`src/rtl/rom_programavel.sv`:
```
// rtl/rom_programavel.sv - writable instruction memory with registered fetch, program-load port and clear sweep
module rom_programavel #(
  parameter int DATA_W         = 8,
  parameter int ADDR_W         = 8,
  parameter int DEPTH          = 256,
  parameter int CLEAR_ON_RESET = 1
) (
  input  logic              clk,
  input  logic              reset,
  output logic              busy,
  input  logic              fetch_valid,
  output logic              fetch_ready,
  input  logic [ADDR_W-1:0] fetch_addr,
  output logic              instr_valid,
  input  logic              instr_ready,
  output logic [DATA_W-1:0] instr_out,
  output logic              instr_err,
  input  logic              prog_we,
  input  logic [ADDR_W-1:0] prog_addr,
  input  logic [DATA_W-1:0] prog_data,
  output logic              prog_ack
);

  localparam int IDX_W = (DEPTH > 1) ? $clog2(DEPTH) : 1;
  localparam logic [ADDR_W:0]   DEPTH_X = (ADDR_W+1)'(DEPTH);
  localparam logic [ADDR_W-1:0] LAST    = ADDR_W'(DEPTH - 1);

  typedef enum logic {S_CLEAR, S_READY} state_t;

  state_t            state, state_next;
  logic [ADDR_W-1:0] cnt;
  logic [DATA_W-1:0] mem [DEPTH];

  logic fetch_in_range, prog_in_range, fetch_accept;

  // Range checks use the full address width so high addresses never alias low words.
  assign fetch_in_range = {1'b0, fetch_addr} < DEPTH_X;
  assign prog_in_range  = {1'b0, prog_addr}  < DEPTH_X;

  assign busy         = (state == S_CLEAR);
  assign fetch_ready  = (state == S_READY) && (!instr_valid || instr_ready);
  assign fetch_accept = fetch_valid && fetch_ready;

  always_ff @(posedge clk) begin
    if (!reset) begin
      state <= (CLEAR_ON_RESET != 0) ? S_CLEAR : S_READY;
    end else begin
      state <= state_next;
    end
  end

  always_comb begin
    state_next = state;
    case (state)
      S_CLEAR: if (cnt == LAST) state_next = S_READY;
      S_READY: state_next = S_READY;
      default: state_next = S_READY;
    endcase
  end

  // No reset on the array: contents must survive reset when the sweep is disabled.
  always_ff @(posedge clk) begin
    if (reset) begin
      if (state == S_CLEAR) begin
        mem[cnt[IDX_W-1:0]] <= '0;
      end else if (prog_we && prog_in_range) begin
        mem[prog_addr[IDX_W-1:0]] <= prog_data;
      end
    end
  end

  always_ff @(posedge clk) begin
    if (!reset) begin
      cnt         <= '0;
      instr_valid <= 1'b0;
      instr_out   <= '0;
      instr_err   <= 1'b0;
      prog_ack    <= 1'b0;
    end else begin
      prog_ack <= (state == S_READY) && prog_we;
      if (state == S_CLEAR) begin
        cnt <= cnt + 1'b1;
      end
      // Read uses the pre-edge array value, so a same-cycle write returns old data.
      if (fetch_accept) begin
        instr_valid <= 1'b1;
        instr_err   <= !fetch_in_range;
        instr_out   <= fetch_in_range ? mem[fetch_addr[IDX_W-1:0]] : '0;
      end else if (instr_valid && instr_ready) begin
        instr_valid <= 1'b0;
      end
    end
  end

endmodule

```
`config.mk`:
```
export PLATFORM = sky130hd
export DESIGN_NAME = rom_programavel
export DESIGN_NICKNAME = d
export VERILOG_FILES = /design/src/rtl/rom_programavel.sv
export SDC_FILE = /design/constraint.sdc
export NUM_CORES = 2
export LEC_CHECK = 0
export CORE_MARGIN = 5
export CORE_UTILIZATION = 35
export DETAILED_ROUTE_END_ITERATION = 8
export REMOVE_ABC_BUFFERS = 1
export SLEW_MARGIN = 15
export SYNTH_ARGS = -nofsm -noshare
export SYNTH_HDL_FRONTEND = slang
export SYNTH_SLANG_ARGS = --single-unit
```
`constraint.sdc`:
```
create_clock -name clk -period 7.6 [get_ports clk]
set_input_delay 1.14 -clock clk [delete_from_list [all_inputs] [get_ports clk]]
set_output_delay 1.14 -clock clk [all_outputs]
set_load 0.02 [all_outputs]
```
==> metrics.cfg <==
[final_layout]
n_fill_cell = 20300
area_growth_pct = 12.3
final_layout_size_suffix_gt1_share_pct = 18.3
utilization_pct = 39.5
stdcell_count = 7349
final_nets = 4179

[worst_setup_path]
crit_fanout = 28
r2r_start = state
cp-end-kind = register
arrival_ns = 5.84
regToRegEndpoint = mem[96][6]
crit_path_max_incr_delay_ns = 0.99
crit_slowest_cell = o31ai_1
crit_family = buffers and inverters
crit_type = in2reg
rrSetupSlack_ns = 2.83
critPathBufInv = 3
worst_ep_required_time_ns = 8.06
cpMostUsedCell = nand3_1
path_cells = clkdlybuf4s50_1, nand3_1, clkinv_1, o31ai_1, nand3_1, buf_4, nor2_1
startpoint_type = input port
reg2reg_depth = 6

[global_route]
antenna_found_initial = 14
track_usage_pct = 17.3
grt_max_degree = 175
overflow = 0
grt_pass1_wl_um = 306000
grt_pass1_vias = 40400

[timing]
finClkSkew_ns = 0.0490
fin_crit_sh_pct = 70.7
fin_crit_ns = 5.37
worst_pin_slew_ns = 1.25
tns_ns = 0
rsz0062_at_grt = false
setup_viol = 0
hold_viol = 0
maxSlewViolCount = 0
max_freq_ghz = 0.186
relSlewSlack_pct = 15.2

[floorplan]
core_um2 = 230000
die_w_um = 491
initial_utilization_pct = 35.2
ios = 42
die_h_um = 491
die_area_um2 = 241000
row_count = 176

[clock_network]
cts_root_buf = clkbuf_16
numCtsBuffers = 199
clk_pin_slew_ns = 0.06
clk_latency_ns = 0.84
cts.sinks = 2067
cts_tree = built
cts_setup_buffers = 0
postCtsResizedCells = 0
hold_buffers = 0
cts.path.max_buffers = 3
h-tree-depth = 4

[power_and_ir_drop]
p_total_uw = 22800
leakagePower_uw = 0.0322
powerDensity_nw_per_um2 = 251
vdd_drop_max_mv = 0.188

[place]
dp.final_hpwl_um = 132000
port_buffers = 40
placed_cells = 6974
gp_congestion = 0.877

[synth]
yosys_warnings = 0
synth_ff_type = edfxtp_1
ys_types = 68
synth-async-reset-ratio_pct = 0
post_synth.cell_area_avg_um2 = 20.0
ys_seq_area_share_pct = 76.3
netlist_area_um2 = 81100
synth-seq-cells = 2067
synth_edf_count = 2048
syn_inst = 4053

[worst_hold_path]
holdPathStages = 2
worstHoldStart = cnt[7]
hold_class = reg2reg
whs_endpoint = state

[drt]
via_per_inst = 5.55
avgRoutedWirePerCell_um = 29.0
drc = 0
drtPass1Iterations = 5
wl_um = 213000
drtAntennaViolNets = 0
drtIter0Drc = 5030
vias = 40800

[run_status]
status = complete, no violations

[job]
cap_violations = 0

## cell usage after synthesis (all sizes together) (5+ instances only)
cell type / count / share of area (%)
or4: 7 / 0.065
nor2: 331 / 1.5
nor4: 6 / 0.046
inv: 6 / 0.028
nor2b: 10 / 0.077
a22o: 8 / 0.086
o31ai: 5 / 0.046
and2: 23 / 0.18
a21oi: 52 / 0.32
o221ai: 46 / 0.50
buf: 140 / 1.5
a22oi: 42 / 0.39
edfxtp: 2048 / 76
a32oi: 6 / 0.065
mux2i: 267 / 3.3
o22ai: 78 / 0.61
o21ai: 49 / 0.30
or3: 7 / 0.054
nand3: 55 / 0.34
a211oi: 22 / 0.20
nor3: 38 / 0.23
nand2: 157 / 0.73
a31oi: 10 / 0.077
a2111oi: 18 / 0.20
o211ai: 8 / 0.074
clkbuf: 98 / 0.46
nand3b: 18 / 0.17
nand4: 19 / 0.15
mux4: 402 / 11
o311ai: 7 / 0.076
dfxtp: 19 / 0.47
mux2: 6 / 0.083
xnor2: 6 / 0.065
## flip-flops by register name, indices dropped and copies added (netlist names)
name / count
state: 1
mem: 2048
instr_out: 8
cnt: 8
instr_valid: 1
prog_ack: 1
## worst register-to-register path: cells and delay by family, from the launching register on
family                 cells  cell delay (ns)
and+or+nand+nor            3             1.77
buffers and inverters      2             1.24
AOI/OAI and AO/OA          1             0.99
DFF                        1             0.39
## layout make-up
type | count | area, um^2 | share of cell area (%)
clock buffer | 240 | 5130 | 5.64
inverter | 7 | 31.3 | 0.0343
clock inverter | 124 | 1290 | 1.41
antenna | 11 | 27.5 | 0.0302
tap | 3026 | 3790 | 4.16
sequential | 2067 | 61900 | 67.9
timing repair buffer | 133 | 1290 | 1.42
multi-input combinational | 1741 | 17600 | 19.4
## placed cells by master (no fill, tap or decap), drive strengths merged, types with 19 or more instances in the layout
cell,count
nand2,157
edfxtp,2048
nor3,38
a211oi,22
dfxtp,19
clkdlybuf4s50,36
nand3,55
nand4,19
a21oi,52
nor2,331
clkbuf,240
clkinv,91
o21ai,49
a22oi,42
mux4,402
o221ai,46
buf,97
and2,23
mux2i,267
o22ai,78
## cells by family (layout without fill, tap and decap cells)
group           Yosys count  in the layout  synth area share, %
compound gates          375            375                 3.21
xor+xnor                  7              7               0.0756
fa+ha+maj                 1              1               0.0154
buf+inv                 245            504                 2.02
flops                  2067           2067                 76.3
mux                     675            675                 14.7
other cells               1             12              0.00463
simple gates            682            682                 3.67
## per-stage QoR
stage               instance area (um^2)  worst slack (ns)  hold WS, ns
floorplan                          79500              1.65        0.514
global placement                   84600              1.40        0.572
detailed placement                 84600              1.32        0.579
CTS                                91100              2.22        0.590
global route                       91100              1.93        0.624
finish                             91100              2.23        0.591
## how the worst max path moves through the flow
| stage | start | endpoint | cells after the start | slack (ns) |
|---|---|---|---|---|
| after floorplan | reset | mem[0][0] | 3 | 1.65 |
| after global placement | reset | mem[54][1] | 6 | 1.40 |
| after detailed placement | reset | mem[54][7] | 6 | 1.32 |
| after CTS | reset | mem[47][0] | 6 | 2.22 |
| after global routing | reset | mem[80][1] | 7 | 1.93 |
| final | reset | mem[96][6] | 7 | 2.23 |
## where the power goes
group | switching [uW] | internal (uW) | total, uW
registers | 5.06 | 12300 | 12300
clock network | 4310 | 5460 | 9770
logic | 458 | 253 | 710
## routing by layer
metal,GRT usage (%),part of all wire [%]
met5,0,0.0061
met4,5.48,3.3
met3,3.03,7.7
met2,27.4,47
met1,24.6,42
Power figures use the tool's default switching activity.
